`src/rtl/fir_pkg.sv`:
```
// Shared types and helpers for the serial-MAC FIR sequencer.
// Holds the FSM state encoding, width derivations, coefficient default and output clamp.
package fir_pkg;

   typedef enum logic [1:0] {
      ST_IDLE = 2'd0,
      ST_MAC  = 2'd1,
      ST_DONE = 2'd2
   } state_t;

   localparam int COEF_DEFAULT = 1;

   function automatic int addr_w(input int taps);
      return (taps <= 1) ? 1 : $clog2(taps);
   endfunction

   // Wide enough that TAPS full-scale products can never wrap.
   function automatic int acc_w(input int taps, input int dw, input int cw);
      return dw + cw + $clog2(taps);
   endfunction

   function automatic logic [63:0] saturate(input logic [63:0] val, input int ow);
      logic [63:0] max_val;
      max_val = (64'd1 << ow) - 64'd1;
      return (val > max_val) ? max_val : val;
   endfunction

endpackage

```
`src/rtl/fir_coef_bank.sv`:
```
// TAPS x CW coefficient register file: gated synchronous write, combinational read by tap index.
// Writes are dropped while the MAC is busy or when the address is out of range; reset restores defaults.
module fir_coef_bank
   import fir_pkg::*;
#(
   parameter int TAPS = 4,
   parameter int CW   = 8,
   parameter int AW   = 2
) (
   input  logic          clk,
   input  logic          reset,
   input  logic          we,
   input  logic          busy,
   input  logic [AW-1:0] waddr,
   input  logic [CW-1:0] wdata,
   input  logic [AW-1:0] raddr,
   output logic [CW-1:0] rdata
);

   localparam logic [AW:0] TAPS_L = (AW + 1)'(TAPS);

   logic [CW-1:0] coef [TAPS];
   logic          wr_en;

   assign wr_en = we && !busy && ({1'b0, waddr} < TAPS_L);
   assign rdata = coef[raddr];

   always_ff @(posedge clk) begin
      if (reset) begin
         for (int i = 0; i < TAPS; i++) begin
            coef[i] <= CW'(COEF_DEFAULT);
         end
      end else if (wr_en) begin
         coef[waddr] <= wdata;
      end
   end

endmodule

```
`src/rtl/fir_serial_ctrl.sv`:
```
// Serial-MAC FIR sequencer: one tap per cycle, result pulses TAPS+1 cycles after the accept edge.
// Accepts a sample only in IDLE (x_ready); the source holds x_in until it sees x_ready.
module fir_serial_ctrl
   import fir_pkg::*;
#(
   parameter int TAPS = 4,
   parameter int DW   = 8,
   parameter int CW   = 8,
   parameter int OW   = 16
) (
   input  logic                      clk,
   input  logic                      reset,
   input  logic [DW-1:0]             x_in,
   input  logic                      x_valid,
   output logic                      x_ready,
   output logic [OW-1:0]             y_out,
   output logic                      y_valid,
   output logic                      busy,
   input  logic                      cfg_we,
   input  logic [addr_w(TAPS)-1:0]   cfg_addr,
   input  logic [CW-1:0]             cfg_data
);

   localparam int AW    = addr_w(TAPS);
   localparam int ACC_W = acc_w(TAPS, DW, CW);
   localparam int PW    = DW + CW;
   localparam logic [AW:0]   TAPS_L   = (AW + 1)'(TAPS);
   localparam logic [AW-1:0] LAST_IDX = AW'(TAPS - 1);

   state_t             state;
   logic [DW-1:0]      slot [TAPS];
   logic [AW-1:0]      wr_ptr;
   logic [AW-1:0]      k;
   logic [ACC_W-1:0]   acc;
   logic [AW-1:0]      rd_idx;
   logic [CW-1:0]      coef_k;
   logic [PW-1:0]      prod;

   fir_coef_bank #(
      .TAPS (TAPS),
      .CW   (CW),
      .AW   (AW)
   ) u_coef_bank (
      .clk   (clk),
      .reset (reset),
      .we    (cfg_we),
      .busy  (busy),
      .waddr (cfg_addr),
      .wdata (cfg_data),
      .raddr (k),
      .rdata (coef_k)
   );

   // Tap k reads the sample written k accepts ago; k=0 is the one just written.
   always_comb begin
      rd_idx = AW'(({1'b0, wr_ptr} >= {1'b0, k})
                   ? ({1'b0, wr_ptr} - {1'b0, k})
                   : ({1'b0, wr_ptr} + TAPS_L - {1'b0, k}));
      prod   = {{CW{1'b0}}, slot[rd_idx]} * {{DW{1'b0}}, coef_k};
   end

   always_ff @(posedge clk) begin
      if (reset) begin
         state   <= ST_IDLE;
         wr_ptr  <= '0;
         k       <= '0;
         acc     <= '0;
         y_out   <= '0;
         y_valid <= 1'b0;
         x_ready <= 1'b1;
         busy    <= 1'b0;
         for (int i = 0; i < TAPS; i++) begin
            slot[i] <= '0;
         end
      end else begin
         y_valid <= 1'b0;
         case (state)
            ST_IDLE: begin
               if (x_valid) begin
                  slot[wr_ptr] <= x_in;
                  acc          <= '0;
                  k            <= '0;
                  x_ready      <= 1'b0;
                  busy         <= 1'b1;
                  state        <= ST_MAC;
               end
            end
            ST_MAC: begin
               acc <= acc + ACC_W'(prod);
               if (k == LAST_IDX) begin
                  k     <= '0;
                  state <= ST_DONE;
               end else begin
                  k <= k + AW'(1);
               end
            end
            ST_DONE: begin
               y_out   <= OW'(saturate(64'(acc), OW));
               y_valid <= 1'b1;
               wr_ptr  <= (wr_ptr == LAST_IDX) ? '0 : wr_ptr + AW'(1);
               x_ready <= 1'b1;
               busy    <= 1'b0;
               state   <= ST_IDLE;
            end
            default: begin
               state   <= ST_IDLE;
               x_ready <= 1'b1;
               busy    <= 1'b0;
            end
         endcase
      end
   end

endmodule
```
`config.mk`:
```
export PLATFORM = sky130hd
export DESIGN_NAME = fir_serial_ctrl
export DESIGN_NICKNAME = d
export VERILOG_FILES = /design/src/rtl/fir_pkg.sv /design/src/rtl/fir_coef_bank.sv /design/src/rtl/fir_serial_ctrl.sv
export SDC_FILE = /design/constraint.sdc
export NUM_CORES = 1
export LEC_CHECK = 0
export CAP_MARGIN = 40
export CORE_ASPECT_RATIO = 0.7
export CORE_MARGIN = 5
export CORE_UTILIZATION = 61
export CTS_CLUSTER_DIAMETER = 30
export CTS_CLUSTER_SIZE = 14
export DETAILED_ROUTE_END_ITERATION = 10
export PLACE_DENSITY = 0.81
export SLEW_MARGIN = 20
export SYNTH_ARGS = -nofsm -noshare
export SYNTH_HDL_FRONTEND = slang
export SYNTH_SLANG_ARGS = --single-unit
```
`constraint.sdc`:
```
create_clock -name clk -period 7.47 [get_ports clk]
set_input_delay 1.494 -clock clk [delete_from_list [all_inputs] [get_ports clk]]
set_output_delay 1.494 -clock clk [all_outputs]
set_load 0.01 [all_outputs]
```
==> reports/results.tsv, run 1 <==
stage	metric	value	unit
outcome	status	completed	
drt	drt_iter0_markers	454	
floorplan	die_x	139	µm
placement	dp_cells	862	
critical_path	path_max_fanout	8	
drt	vias	4953	
synth	ys_types	50	
finish	multi_input_area	3800	µm²
clock_tree	holdBufCountCts	0	
worst_hold_path	min_path_cells	2	
sta	period_needed	6.26	ns
synth	synth_edf_count	64	
global_route	antenna_found_initial	1	
critical_path	crit_chain	inv_1 > ha_1 > xor2_1 > xnor2_2 > mux4_2 > and2_1 > fa_1 > fa_1 > fa_1 > inv_1 > fa_1 > inv_1 > ha_1 > a21oi_1 > o21ai_0 > a22o_1 > o31a_1 > or4_1 > nand3_1	
synth	ys_ff_latch	109	
sta	fmax	160	MHz
worst_hold_path	holdCritStartpoint	y_out[14]$_SDFFE_PP0P_	
finish	utilization	0.689	
clock_tree	clkSinkCount	109	
flow_run	maxCapViolCount	0	
global_route	track_usage	0.229	
finish	antenna_cells	0	
synth	ys.warnings.count	0	
clock_tree	cts_setup_buffers	0	
critical_path	critical_path_class	flop to flop	
placement	place.gp.congestion	0.887	
drt	dr.pass1.iters	5	
power_and_ir_drop	power.leakage	0.00351	µW
floorplan	dieArea	13900	µm²
sta	finalCritPeriodShare	0.838	
critical_path	crit_top_cell	fa_1	
synth	synth_xor_area_frac	0.00722	
sta	tns	0	ns
floorplan	start_util	0.614	
power_and_ir_drop	pwr_density_cell	277	nW/µm²
critical_path	rrSetupSlack	1.21	ns
floorplan	rows	33	
finish	seq_area	2820	µm²
critical_path	critical_path.reg2reg.startpoint	wr_ptr[0]$_SDFFE_PP0P_	
synth	synth_top_family_by_area	adder cells	
synth	mappedNetlistArea	7100	µm²
synth	synth_fa_ha_area_frac	0.217	
global_route	grt_remaining_overflow	0	
finish	syn2layout_area_growth	12.1	%
power_and_ir_drop	total_power	2210	µW
finish	drive_gt1_frac	0.0582	
drt	final_antenna_net_count	0	
clock_tree	clkTransAtPathRegs	0.08	ns
clock_tree	cts_buffer_depth	2	
critical_path	slowest_delay	0.67	ns
critical_path	slowest_stage	mux4_2	
finish	num-nets-final	832	
critical_path	end_kind	flop	
global_route	grt_pass1_vias	5083	
finish	fillers	855	
drt	wl	15300	µm
finish	final_cell_count_no_fill	879	
sta	fin_skew	0.00952	ns
placement	hpwl	11600	µm
synth	synthFlopType	edfxtp_1	
drt	wl_per_cell	17.4	µm
critical_path	worstSetupStartpointType	flop	
clock_tree	clock_latency	0.35	ns
floorplan	ios	41	
sta	slew_headroom	0.410	
sta	rsz0062_at_grt	false	
clock_tree	ctsResizeCount	0	
synth	yosys.area_share.simple	0.192	
critical_path	rr_worst_depth	19	
floorplan	core	11600	µm²
sta	hold_violations	0	
clock_tree	clockRootBuffer	clkbuf_16	
synth	yosys-mux-area-fraction	0.0539	
synth	synth-async-reset-ratio	0	
global_route	grt_max_degree	45	
drt	route.detailed.drc	0	
clock_tree	htreeDepth	3	
synth	syn_avg_cell_area	10.4	µm²
synth	synth.top_cell.area_share	0.271	
synth	yosysTopAreaCell	edfxtp_1	
critical_path	critPathRequiredTime	7.76	ns
clock_tree	cts_made_buffers	9	
finish	final_area	7960	µm²
synth	syn_inst	682	
floorplan	die_h	100	µm
sta	worst_pin_slew	0.878	ns
sta	setup_viol	0	
critical_path	critical_path_arrival	6.55	ns
placement	io_buffers	40	
synth	synth_area_leaders	edfxtp_1, fa_1, dfxtp_1	
synth	synth_compound_area_frac	0.0654	
placement	dpl-instance-area	7650	µm²
synth	synth_fp_nets	797	
clock_tree	cts_tree	yes	
critical_path	timing.rr.end	acc[17]$_SDFFE_PP0P_	
global_route	grt_pass1_wl	25300	µm
drt	via_per_inst	5.63	
synth	ys_seq_area_frac	0.397	
power_and_ir_drop	irDropWorstVdd	0.174	mV
worst_hold_path	min_to	y_out[14]$_SDFFE_PP0P_	
worst_hold_path	hold_class	flop to flop	
sta	finalMaxSlewViolations	0	
[where the power goes]
group	internal [µW]	total [µW]	switching, µW
clock	265	490	225
combinational	406	1000	596
sequential	681	715	34.2
[critical path, delay by kind of cell, from the launching register on]
| kind | cells | cell delay [ns] |
|---|---|---|
| xor gates and xnor gates | 2 | 0.63 |
| AOI/OAI and AO/OA | 4 | 0.85 |
| and+or+nand+nor | 3 | 0.77 |
| muxes | 1 | 0.67 |
| buffers and inverters | 3 | 0.19 |
| DFF | 1 | 0.43 |
| adders and majority gates | 6 | 2.66 |
[cell usage after synthesis (6+ instances only)]
| cell | n |
|---|---|
| or2_2 | 7 |
| inv_1 | 106 |
| clkbuf_1 | 17 |
| o21ai_0 | 12 |
| a21oi_1 | 16 |
| nand2_1 | 50 |
| nor3_1 | 24 |
| edfxtp_1 | 64 |
| mux4_2 | 10 |
| a22oi_1 | 6 |
| fa_1 | 50 |
| and2_1 | 89 |
| ha_1 | 43 |
| and3_1 | 9 |
| mux4_1 | 6 |
| dfxtp_1 | 45 |
| nor2_1 | 56 |
| nand2b_1 | 6 |
[through the flow]
stage / setup slack, ns / hold WS (ns)
2_1_floorplan: 1.68 / 0.445
3_3_place_gp: 1.42 / 0.458
3_5_place_dp: 1.19 / 0.484
4_1_cts: 1.18 / 0.494
5_1_grt: 0.872 / 0.514
6_report: 1.21 / 0.491
[placed cells by master, fill, tap and decap left out, types with 5 or more instances in the layout]
cell type / count
and3_1: 9
a22oi_1: 6
fa_1: 50
edfxtp_1: 64
nor2b_1: 5
a21oi_1: 16
a211oi_1: 5
nand2b_1: 6
clkbuf_16: 9
mux4_1: 6
inv_1: 106
clkdlybuf4s50_1: 40
mux4_2: 10
and2_1: 89
nor2_1: 56
or2_2: 7
nor3_1: 24
dfxtp_1: 45
o21ai_0: 12
ha_1: 43
nand2_1: 50
[flip-flops by register name, indices dropped and copies added, names as in the netlist, named ones only]
signal and count:
x_ready 1, state 2, acc 18, k 2
wr_ptr 2, u_coef_bank.coef 32, y_out 16, slot 32
busy 1, y_valid 1
[area by class of cell]
| cell class | instances | area share |
|---|---|---|
| repair buffers | 45 | 0.0544 |
| well taps | 157 | 0.0247 |
| clock buffers | 9 | 0.0283 |
| clock inverters | 7 | 0.0105 |
| multi-input cells | 446 | 0.478 |
| flip-flops and latches | 109 | 0.355 |
| inverters | 106 | 0.0500 |
[per-layer routing]
metal | share of wire | routed length, µm | global-route usage | vias up
met5 | 0 | 0 | 0 | -
met4 | 0.015 | 226 | 0.0714 | 0
met3 | 0.060 | 911 | 0.0338 | 22
met2 | 0.48 | 7380 | 0.379 | 166
met1 | 0.44 | 6750 | 0.318 | 2433
li1 | - | - | - | 2332
[worst max path at each step]
| stage | start | to | slack, ns | cells past startpoint |
|---|---|---|---|---|
| 6_report | wr_ptr[0]$_SDFFE_PP0P_ | acc[17]$_SDFFE_PP0P_ | 1.21 | 19 |
| 3_5_place_dp | wr_ptr[0]$_SDFFE_PP0P_ | acc[17]$_SDFFE_PP0P_ | 1.19 | 19 |
| 4_1_cts | wr_ptr[0]$_SDFFE_PP0P_ | acc[17]$_SDFFE_PP0P_ | 1.18 | 19 |
| 3_3_place_gp | wr_ptr[0]$_SDFFE_PP0P_ | acc[17]$_SDFFE_PP0P_ | 1.42 | 19 |
| 2_1_floorplan | wr_ptr[0]$_SDFFE_PP0P_ | acc[17]$_SDFFE_PP0P_ | 1.68 | 19 |
| 5_1_grt | wr_ptr[0]$_SDFFE_PP0P_ | acc[17]$_SDFFE_PP0P_ | 0.87 | 19 |
[kinds of logic after synthesis]
family	after synthesis
AO/OA/AOI/OAI	68
XOR/XNOR	5
adder cells (fa/ha/maj)	93
buffers and inverters	127
flip-flops	109
multiplexers	16
AND/OR/NAND/NOR	264
(Power assumes the default switching activity.)
==> inputs of run 2 (changes only) <==
Settings changed: CORE_UTILIZATION 61 to 55, PLACE_DENSITY 0.81 to 0.77.
Clock period 7.47 ns to 5.14 ns, I/O delays scaled along.
==> run 2 against run 1 <==
The run now ends with setup timing left. Global-route usage grew 0.77 points. Via count increased by 7.5%. Sequential power rose by 45%. Critical path depth up 1. Worst hold slack worse by 0.0081 ns. Sequential cell count did not move. Fmax up 15%. Total power up 92%. Clock power increased by 45%. Clock skew grew 0.0038 ns. Critical path type unchanged. Core utilization is 1.7 points higher. First-iteration DRC count decreased by 1.1%.
==> reports/results.tsv, run 2 (synthesized netlist as in run 1, its figures left out) <==
stage	metric	value	unit
critical_path	crit_chain	inv_2 > ha_4 > xor2_2 > xnor2_2 > buf_6 > mux4_2 > and2_4 > fa_1 > fa_1 > fa_1 > inv_1 > fa_1 > inv_2 > ha_4 > a21oi_4 > o21ai_2 > a22o_1 > o31a_1 > or4_1 > nand3_1	
outcome	violations	setup timing	
finish	antenna_cells	0	
sta	worst_slack	-0.313	ns
drt	drt_iter0_markers	449	
sta	setup_viol	11	
finish	top_regs	slot: 32 flops, u_coef_bank.coef: 32 flops, acc: 18 flops	
sta	finalMaxSlewViolations	0	
drt	via_per_inst	5.61	
finish	final_cell_count_no_fill	949	
flow_run	maxCapViolCount	0	
power_and_ir_drop	seqPwrFrac	0.246	
global_route	grt_pass1_wl	28800	µm
critical_path	critPathRequiredTime	5.44	ns
floorplan	die_h	105	µm
sta	fin_skew	0.0133	ns
placement	io_buffers	40	
critical_path	critical_path_class	flop to flop	
critical_path	path_max_fanout	6	
outcome	status	finished, violations left	
clock_tree	htreeDepth	3	
sta	rsz0062_at_grt	true	
critical_path	worstSetupStartpointType	flop	
finish	mostFrequentLayoutCell	inv_1	
finish	syn2layout_area_growth	24.7	%
floorplan	start_util	0.566	
sta	worst_pin_slew	0.841	ns
drt	final_antenna_net_count	0	
clock_tree	clkTransAtPathRegs	0.08	ns
power_and_ir_drop	pwr_density_cell	478	nW/µm²
finish	fillers	853	
global_route	grt_pass1_vias	5659	
floorplan	dieArea	15300	µm²
finish	final_cell_mix	inv_1, and2_1, edfxtp_1	
clock_tree	clockRootBuffer	clkbuf_16	
placement	dp_cells	910	
power_and_ir_drop	total_power	4230	µW
sta	finalCritPeriodShare	1.06	
placement	hpwl	12800	µm
clock_tree	cts_made_buffers	9	
critical_path	end_kind	flop	
power_and_ir_drop	switching_share	0.399	
clock_tree	cts_buffer_depth	2	
critical_path	slowest_delay	0.59	ns
drt	dr.pass1.iters	5	
global_route	grt_remaining_overflow	0	
finish	final_area	8860	µm²
placement	dpl-instance-area	8140	µm²
critical_path	crit_top_cell	fa_1	
sta	period_needed	5.45	ns
finish	drive_gt1_frac	0.231	
global_route	track_usage	0.237	
floorplan	rows	34	
sta	whs	0.483	ns
critical_path	slowest_stage	mux4_2	
power_and_ir_drop	irDropWorstVdd	0.372	mV
clock_tree	clock_latency	0.36	ns
placement	place.gp.congestion	0.926	
power_and_ir_drop	clkPwrFrac	0.168	
power_and_ir_drop	power.internal	2540	µW
floorplan	ios	41	
sta	fmax	183	MHz
clock_tree	clkSinkCount	109	
power_and_ir_drop	combPwrFrac	0.586	
power_and_ir_drop	p_sw	1690	µW
sta	slew_headroom	0.438	
drt	wl_per_cell	18.7	µm
critical_path	critical_path_arrival	5.76	ns
finish	num-nets-final	897	
global_route	grt_max_degree	30	
drt	vias	5326	
sta	hold_violations	0	
drt	route.detailed.drc	0	
global_route	antenna_found_initial	1	
drt	wl	17800	µm
power_and_ir_drop	power.leakage	0.00385	µW
clock_tree	cts_tree	yes	
floorplan	die_x	146	µm
floorplan	core	12500	µm²
worst_hold_path	hold_class	flop to flop	
[run 2: final timing paths]
path / from / cells past startpoint / slack [ns] / end
setup / recovery: wr_ptr[0]$_SDFFE_PP0P_ / 20 / -0.31 / acc[17]$_SDFFE_PP0P_
hold / removal: x_ready$_SDFFE_PP1P_ / 2 / 0.48 / x_ready$_SDFFE_PP1P_
setup reg to reg: wr_ptr[0]$_SDFFE_PP0P_ / 20 / -0.31 / acc[17]$_SDFFE_PP0P_
hold reg to reg: x_ready$_SDFFE_PP1P_ / 2 / 0.48 / x_ready$_SDFFE_PP1P_
[run 2: critical path: cells and delay by family, from the launching register on]
| family | cells | cell delay [ns] |
|---|---|---|
| fa+ha+maj | 6 | 2.36 |
| buf+inv | 4 | 0.29 |
| mux | 1 | 0.59 |
| flops | 1 | 0.34 |
| compound gates | 4 | 0.74 |
| simple gates | 3 | 0.75 |
| xor+xnor | 2 | 0.35 |
[run 2: timing repair]
item	CTS	global route
gates cloned	0	0
pin swaps	47	27
gates resized for setup	55	19
endpoints found under the setup margin	10	11
buffers inserted	15	8
hold buffers	0	0
[run 2: stage by stage]
step                TNS (ns)  setup WS (ns)  utilization
floorplan             -0.372         -0.238            -
global placement      -0.780         -0.215        0.649
detailed placement     -2.30         -0.395        0.649
CTS                    -1.09         -0.318        0.697
global route           -3.96         -0.483        0.706
finish                 -1.92         -0.313        0.706
[run 2: final cells by class]
class	count	area [µm²]	share of cell area
Multi-Input combinational cell	446	4160	0.469
Sequential cell	109	2820	0.319
Timing Repair Buffer	110	976	0.110
Inverter	106	398	0.0449
Clock buffer	10	229	0.0258
Tap cell	162	203	0.0229
Clock inverter	6	70.1	0.00791
[run 2: metal layers]
layer  routed length, µm  track usage  vias to the layer above
met5                  13            0                        -
met4                 523       0.0840                        2
met3                1030       0.0550                       51
met2                8510        0.387                      182
met1                7700        0.314                     2639
li1                    -            -                     2452
[run 2: power groups by stage]
stage | logic [µW] | registers [µW] | clock network (µW)
after global placement | 1800 | 1060 | 0
final | 2480 | 1040 | 712
after global routing | 2720 | 1050 | 754
after floorplan | 1350 | 1040 | 0
after CTS | 2300 | 1040 | 721
after detailed placement | 1890 | 1060 | 0
